==> src/rtl/hdmi_link_sequencer.sv <==
// HDMI link bring-up and pattern sequencer: encoder reset hold, lock wait, frame settle, then pattern select.
// All outputs registered; pattern changes land only in the cycle after a VGA_VS rising edge.
module hdmi_link_sequencer #(
  parameter int RST_HOLD_CYC  = 1024,
  parameter int SETTLE_FRAMES = 2,
  parameter int NUM_PAT       = 8,
  parameter int AUTO_FRAMES   = 0,
  parameter int PAT_W         = $clog2(NUM_PAT)
) (
  input  logic             CLK,
  input  logic             RST,
  input  logic             LOCKED,
  input  logic             VGA_VS,
  input  logic             NEXT,
  output logic             ENC_RST,
  output logic             VIDEO_EN,
  output logic [PAT_W-1:0] PAT_SEL,
  output logic             LINK_UP
);

  localparam int HOLD_W  = $clog2(RST_HOLD_CYC + 1);
  localparam int FRM_MAX = (SETTLE_FRAMES > AUTO_FRAMES) ? SETTLE_FRAMES : AUTO_FRAMES;
  localparam int FRM_W   = (FRM_MAX < 1) ? 1 : $clog2(FRM_MAX + 1);

  localparam logic [HOLD_W-1:0] HOLD_LAST = HOLD_W'(RST_HOLD_CYC - 1);
  localparam logic [FRM_W-1:0]  SETTLE_N  = FRM_W'(SETTLE_FRAMES);
  localparam logic [FRM_W-1:0]  AUTO_N    = FRM_W'(AUTO_FRAMES);
  localparam logic [PAT_W-1:0]  PAT_LAST  = PAT_W'(NUM_PAT - 1);

  typedef enum logic [1:0] {HOLD, WAIT_LOCK, SETTLE, RUN} state_t;

  state_t            state, state_nxt;
  logic [HOLD_W-1:0] hold_cnt, hold_cnt_nxt;
  logic [FRM_W-1:0]  frame_cnt, frame_cnt_nxt;
  logic              pending, pending_nxt;
  logic [PAT_W-1:0]  pat_nxt;
  logic              vs_d;
  logic              tick;
  logic              auto_hit;
  logic              advance;

  // vs_d follows VGA_VS even in reset so a sync already high at release is not seen as an edge.
  always_ff @(posedge CLK) begin
    vs_d <= VGA_VS;
  end

  assign tick = VGA_VS & ~vs_d;

  always_comb begin
    state_nxt     = state;
    hold_cnt_nxt  = hold_cnt;
    frame_cnt_nxt = frame_cnt;
    pending_nxt   = pending;
    pat_nxt       = PAT_SEL;
    auto_hit      = 1'b0;
    advance       = 1'b0;

    case (state)
      HOLD: begin
        hold_cnt_nxt = hold_cnt + HOLD_W'(1);
        if (hold_cnt == HOLD_LAST) begin
          state_nxt    = WAIT_LOCK;
          hold_cnt_nxt = '0;
        end
      end

      WAIT_LOCK: begin
        if (LOCKED) begin
          state_nxt     = SETTLE;
          frame_cnt_nxt = '0;
        end
      end

      SETTLE: begin
        if (!LOCKED) begin
          state_nxt     = HOLD;
          hold_cnt_nxt  = '0;
          frame_cnt_nxt = '0;
          pending_nxt   = 1'b0;
        end else if ((frame_cnt == SETTLE_N) ||
                     (tick && (frame_cnt + FRM_W'(1) == SETTLE_N))) begin
          state_nxt     = RUN;
          frame_cnt_nxt = '0;
        end else if (tick) begin
          frame_cnt_nxt = frame_cnt + FRM_W'(1);
        end
      end

      RUN: begin
        if (!LOCKED) begin
          // Lock loss wins over any advance in the same cycle; the pattern is kept.
          state_nxt     = HOLD;
          hold_cnt_nxt  = '0;
          frame_cnt_nxt = '0;
          pending_nxt   = 1'b0;
        end else begin
          auto_hit = (AUTO_FRAMES > 0) && tick && (frame_cnt + FRM_W'(1) == AUTO_N);
          advance  = tick && (pending || NEXT || auto_hit);
          if (advance) begin
            pat_nxt       = (PAT_SEL == PAT_LAST) ? '0 : PAT_SEL + PAT_W'(1);
            pending_nxt   = 1'b0;
            frame_cnt_nxt = '0;
          end else begin
            if (NEXT) pending_nxt = 1'b1;
            if (tick && (AUTO_FRAMES > 0)) frame_cnt_nxt = frame_cnt + FRM_W'(1);
          end
        end
      end

      default: begin
        state_nxt    = HOLD;
        hold_cnt_nxt = '0;
      end
    endcase
  end

  always_ff @(posedge CLK) begin
    if (RST) begin
      state     <= HOLD;
      hold_cnt  <= '0;
      frame_cnt <= '0;
      pending   <= 1'b0;
      PAT_SEL   <= '0;
      ENC_RST   <= 1'b1;
      VIDEO_EN  <= 1'b0;
      LINK_UP   <= 1'b0;
    end else begin
      state     <= state_nxt;
      hold_cnt  <= hold_cnt_nxt;
      frame_cnt <= frame_cnt_nxt;
      pending   <= pending_nxt;
      PAT_SEL   <= pat_nxt;
      ENC_RST   <= (state_nxt == HOLD);
      VIDEO_EN  <= (state_nxt == RUN);
      LINK_UP   <= (state_nxt == RUN);
    end
  end

endmodule

==> config.mk <==
export PLATFORM = sky130hd
export DESIGN_NAME = hdmi_link_sequencer
export DESIGN_NICKNAME = d
export VERILOG_FILES = /design/src/rtl/hdmi_link_sequencer.sv
export SDC_FILE = /design/constraint.sdc
export NUM_CORES = 1
export LEC_CHECK = 0
export ABC_AREA = 1
export CAP_MARGIN = 20
export CORE_MARGIN = 4
export CORE_UTILIZATION = 30
export DETAILED_ROUTE_END_ITERATION = 10
export HOLD_SLACK_MARGIN = 0.02
export PLACE_DENSITY = 0.55
export SKIP_LAST_GASP = 1
export SYNTH_ARGS = -nofsm -noshare
export SYNTH_HDL_FRONTEND = slang
export SYNTH_SLANG_ARGS = --single-unit
==> constraint.sdc <==
create_clock -name CLK -period 2.3 [get_ports CLK]
set_input_delay 0.575 -clock CLK [delete_from_list [all_inputs] [get_ports CLK]]
set_output_delay 0.575 -clock CLK [all_outputs]
set_load 0.03 [all_outputs]
==> results of run 1 <==
## sequential cells by signal, indices dropped and copies added, names as in the netlist
| register | flops |
|---|---|
| frame_cnt | 2 |
| PAT_SEL | 3 |
| LINK_UP | 1 |
| state | 2 |
| ENC_RST | 1 |
| hold_cnt | 11 |
| vs_d | 1 |
| pending | 1 |
## area by class of cell
class                      count  area [um2]
sequential                    22         440
inverter                      20        75.1
multi-input combinational    124         728
timing repair buffer          11         108
tap                           50        62.6
clock buffer                   4        55.1
fill                         435        2560
## cell usage in the layout, fill, tap and decap left out, types with 2 or more instances in the layout
| cell | instances |
|---|---|
| nor3_1 | 2 |
| clkdlybuf4s50_1 | 10 |
| o21ai_0 | 6 |
| nor2_4 | 2 |
| nand2_4 | 2 |
| nand4_1 | 3 |
| nand3_1 | 9 |
| ha_1 | 10 |
| inv_2 | 3 |
| nand2_1 | 34 |
| dfxtp_1 | 22 |
| nor2_2 | 5 |
| o21ai_1 | 2 |
| xor2_1 | 4 |
| a21oi_1 | 10 |
| clkbuf_8 | 4 |
| nor2_1 | 19 |
| inv_1 | 17 |
| nor3b_1 | 2 |
| nand2_2 | 7 |
## per-layer routing
layer / vias to the layer above / part of all wire (%)
li1: 561 / -
met5: - / 0
met3: 4 / 1.7
met2: 5 / 47
met1: 478 / 50
met4: 0 / 1.4
## how the worst max path moves through the flow
stage	depth (start not counted)	to	start	slack, ns
floorplan	10	LINK_UP	state[0]	0.95
global placement	5	hold_cnt[10]	LOCKED	0.36
detailed placement	5	hold_cnt[10]	LOCKED	0.33
CTS	1	PAT_SEL[0]	PAT_SEL[0]	0.36
global route	1	PAT_SEL[0]	PAT_SEL[0]	0.31
finish	1	PAT_SEL[0]	PAT_SEL[0]	0.39
## power breakdown
group / leakage, nW / internal, mW / total, mW / switching, mW
sequential: 0.178 / 0.386 / 0.390 / 0.00384
combinational: 0.405 / 0.0158 / 0.0357 / 0.0199
clock: 0.0288 / 0.153 / 0.279 / 0.127
total: 0.612 / 0.554 / 0.705 / 0.151
## kinds of logic after synthesis
kind of cell	Yosys count
XOR/XNOR	4
AND/OR/NAND/NOR	88
adder cells (fa/ha/maj)	10
AO/OA/AOI/OAI	22
flip-flops	22
buffers and inverters	23
## metrics by stage
step / instances / power (mW)
finish: 231 / 0.705
global route: 231 / 0.740
CTS: 231 / 0.717
global placement: 227 / 0.436
detailed placement: 227 / 0.436
floorplan: 169 / 0.420
==> impl_metrics.toml, run 1 <==
[global_route]
overflow = 0
grt_use_met3_pct = 2.07
grt_most_used_layer = "met2"
antenna_found_initial = 0
grt_start_max_net_pins = 13
grt_pass1_wl_um = 4200
first_global_vias = 993
met1_usage_pct = 12.7
track_usage_pct = 9.87
gr-usage-met2_pct = 16.4

[synthesis]
synth-edff-count = 0
synth_compound_area_share_pct = 9.78
synth_cells = 169
syn_area_mm2 = 0.00127
synthXorXnorAreaFrac_pct = 2.77
synth_top_family_by_area = "simple AND/OR/NAND/NOR gates"
yosys.area.top_type_share_pct = 34.8
yosysWarnings = 0
syn_nets = 184
ys_types = 28
synthFlopType = "dfxtp_1"
synth_mux_area_share_pct = 0
synthAdderAreaFrac_pct = 9.88
synth_area_leaders = "dfxtp_1 (35%), nand2_1 (10%), ha_1 (9.9%), nor2_1 (5.6%), inv_1 (5.0%)"
syn_avg_cell_area_um2 = 7.49
yosys-top-cells-count = "nand2_1 (34), dfxtp_1 (22), nor2_1 (19)"
yosys.area.top_type = "dfxtp_1"
async_flop_share_pct = 0
synth-seq-cells = 22
post-synth-top-count-cell = "nand2_1"
synth_simple_gate_area_share_pct = 35.1
yosysSeqAreaShare_pct = 34.8

[layout]
final_util_pct = 36.5
layout-drive-gt1-share_pct = 15.5
nets = 197
num_antenna_cells = 0
final_cell_area_mm2 = 0.00147
area_delta_synth_final_pct = 16.0

[placed_design]
gp_congestion = 0.800
dp_hpwl_um = 1850
pre_cts_ws_ns = 0.333
dpl_cell_area_mm2 = 0.00141
io_buffer_count = 10

[routing]
drcViolationCount = 0
drtPass1Iterations = 4
post_drt_via_cell_ratio = 4.54
wl_per_cell_um = 9.92
routed_wl_um = 2290
antenna_left = 0
vias = 1048
drt_iter0_drc = 18

[clocking]
cts_tree = "done"
path_clk_slew_ns = 0.08
post_cts_buffers = 0
htree_levels = 1
ctsRootBufferMaster = "clkbuf_8"
cts.sinks = 22
clock_path_buffers = 2
ctsResizeCount = 0
hold_buffers = 0
clk_latency_ns = 0.26
cts_made_buffers = 3

[floorplanning]
fp.dieH_um = 73.0
die_area_mm2 = 0.00532
start_util_pct = 31.4
num_io_pins = 11
core_area_mm2 = 0.00403
rows = 23
chipWidth_um = 73.0

[setup_path]
crit_family = "buffers and inverters"
r2r_slack_ns = 0.75
r2r-end = "hold_cnt[10]"
slowest_delay_ns = 0.69
slowest_stage = "clkdlybuf4s50_1"
start_kind = "flip-flop"
r2r_cells = 5
cp_data_required_time_ns = 1.73
crit_arrival_ns = 1.34
critPathMaxFanout = 4
timing.rr.start = "state[0]"
crit_path_end_kind = "primary output"
path_cells = "clkdlybuf4s50_1"
path_buf_inv = 1
crit_type = "reg -> out"

[timing]
hold_violations = 0
worst_pin_slew_ns = 0.420
period_minus_slack_ns = 1.91
fmax_ghz = 0.523
finalSetupTns_ns = 0
maxSlewHeadroom_pct = 71.7
finalCritPeriodShare_pct = 83.1
setup_viol = 0
whs_ns = 0.485
rsz0062_at_grt = "false"
fin_skew_ns = 0.00432
fin_ws_ns = 0.388
drv_slew = 0

[power_and_ir_drop]
leakagePower_nw = 0.612
vdd_drop_max_uv = 223
powerDensity_mw_per_mm2 = 480

[min_path]
hold_path_depth = 2
min_to = "PAT_SEL[2]"
hold_path_class = "reg -> reg"
worstHoldStart = "PAT_SEL[2]"

[run_status]
status = "finished clean"

[run]
maxCapViolations = 0
No activity file was read; power rests on OpenSTA's default activity.
==> run 2: changes to the inputs <==
==> constraint.sdc (replaced) <==
create_clock -name CLK -period 1.8 [get_ports CLK]
set_input_delay 0.45 -clock CLK [delete_from_list [all_inputs] [get_ports CLK]]
set_output_delay 0.45 -clock CLK [all_outputs]
set_load 0.03 [all_outputs]
==> run 2 against run 1 <==
  * Sequential share of layout area is 1.2 points lower
  * First-iteration DRC count rose to 2.8 times the previous value
  * Hold slack better by 0.00091 ns
  * Non-clock buffer count increased by 6
  * Clock skew grew 0.0056 ns
  * Total power rose by 44%
  * Design area grew 4.1%
  * Die area is the same
  * Register-to-register slack lost 0.51 ns
  * Clock-buffer cell count decreased by 1
  * Critical path depth stayed put
  * Global-route usage is 0.40 points higher
==> impl_metrics.toml, run 2 (synthesized netlist as in run 1, its figures left out) <==
[clocking]
clk_latency_ns = 0.27
path_clk_slew_ns = 0.08
cts_tree = "done"
htree_levels = 1
hold_buffers = 0
ctsResizeCount = 1
clock_path_buffers = 2
ctsRootBufferMaster = "clkbuf_8"
cts.sinks = 22
post_cts_buffers = 0
cts_made_buffers = 3

[setup_path]
r2r_cells = 6
critPathMaxFanout = 3
crit_path_end = "PAT_SEL[1]"
crit_family = "buffers and inverters"
slowest_stage = "clkdlybuf4s50_1"
startpoint = "PAT_SEL[1]"
r2r_slack_ns = 0.24
start_kind = "flip-flop"
cp.depth = 1
r2r-end = "hold_cnt[10]"
crit_arrival_ns = 1.30
path_cells = "clkdlybuf4s50_1"
cp_data_required_time_ns = 1.35
path_buf_inv = 1
slowest_delay_ns = 0.68
timing.rr.start = "state[0]"
crit_path_end_kind = "primary output"
crit_type = "reg -> out"

[power_and_ir_drop]
powerDensity_mw_per_mm2 = 663
total_power_mw = 1.01
combPwrFrac_pct = 4.9
p_clk_share_pct = 45.9
leakagePower_nw = 0.655
seqPwrFrac_pct = 49.2
swShare_pct = 19.7
p_int_mw = 0.814
vdd_drop_max_uv = 234
p_switching_mw = 0.200

[routing]
drtPass1Iterations = 4
routed_wl_um = 2360
drcViolationCount = 0
drt_iter0_drc = 51
wl_per_cell_um = 9.95
antenna_left = 0
vias = 1057
post_drt_via_cell_ratio = 4.46

[global_route]
grt_pass1_wl_um = 4360
first_global_vias = 1021
grt_start_max_net_pins = 14
overflow = 0
track_usage_pct = 10.3
antenna_found_initial = 0

[timing]
hold_violations = 0
worst_pin_slew_ns = 0.308
setup_viol = 0
finalCritPeriodShare_pct = 97.3
fmax_ghz = 0.571
drv_slew = 0
rsz0062_at_grt = "false"
fin_skew_ns = 0.00992
period_minus_slack_ns = 1.75
maxSlewHeadroom_pct = 79.4

[layout]
final_cell_area_mm2 = 0.00153
largest_reg_flops = 11
num_antenna_cells = 0
final_common_cell = "nand2_1"
nets = 203
layout-drive-gt1-share_pct = 18.2
area_delta_synth_final_pct = 20.8
final_cell_mix = "nand2_1 (34), dfxtp_1 (22), nor2_1 (19)"
top_regs = "hold_cnt x11, PAT_SEL x3"
regMostFlops = "hold_cnt"

[placed_design]
io_buffer_count = 10
dp_hpwl_um = 1850
gp_congestion = 0.787
dpl_cell_area_mm2 = 0.00146

[min_path]
hold_path_class = "reg -> reg"

[run]
maxCapViolations = 0

[floorplanning]
rows = 23
chipWidth_um = 73.0
fp.dieH_um = 73.0
num_io_pins = 11
core_area_mm2 = 0.00403
die_area_mm2 = 0.00532
start_util_pct = 31.4

[run_status]
status = "finished clean"
[run 2: area by class of cell]
type                    instances  area, um2
clock buffers                   3       41.3
clock inverters                 1       30.0
fillers                       430       2500
inverters                      20       75.1
multi-input cells             124        728
flip-flops and latches         22        440
well taps                      50       62.6
repair buffers                 17        151
[run 2: power groups by stage]
stage	registers, mW	logic [mW]	clock network, mW
detailed placement	0.510	0.0502	0
global route	0.500	0.0552	0.501
floorplan	0.509	0.0274	0
global placement	0.510	0.0506	0
CTS	0.498	0.0503	0.484
finish	0.498	0.0496	0.466
[run 2: worst min-delay path by stage]
stage	startpoint	end	slack, ns	cells past startpoint
finish	PAT_SEL[2]	PAT_SEL[2]	0.49	2
detailed placement	hold_cnt[10]	hold_cnt[10]	0.47	2
CTS	PAT_SEL[2]	PAT_SEL[2]	0.49	2
floorplan	hold_cnt[10]	hold_cnt[10]	0.46	2
global route	hold_cnt[0]	hold_cnt[0]	0.51	2
global placement	hold_cnt[10]	hold_cnt[10]	0.47	2
[run 2: routing by layer]
metal	global-route usage (%)	vias to the layer above	wire (um)
li1	-	577	-
met1	13.9	466	1190
met2	16.5	10	1090
met3	2.07	4	55
met4	3.07	0	25
met5	0	-	0
[run 2: per-stage QoR]
stage	TNS, ns	utilization (%)	setup slack, ns	cells	hold slack, ns
floorplan	0	-	0.446	169	0.456
global placement	0	36.2	0.0140	233	0.468
detailed placement	-0.0267	36.2	-0.0225	233	0.475
CTS	0	38.0	0.0333	237	0.488
global route	0	38.0	0.0141	237	0.513
finish	0	38.0	0.0481	237	0.486
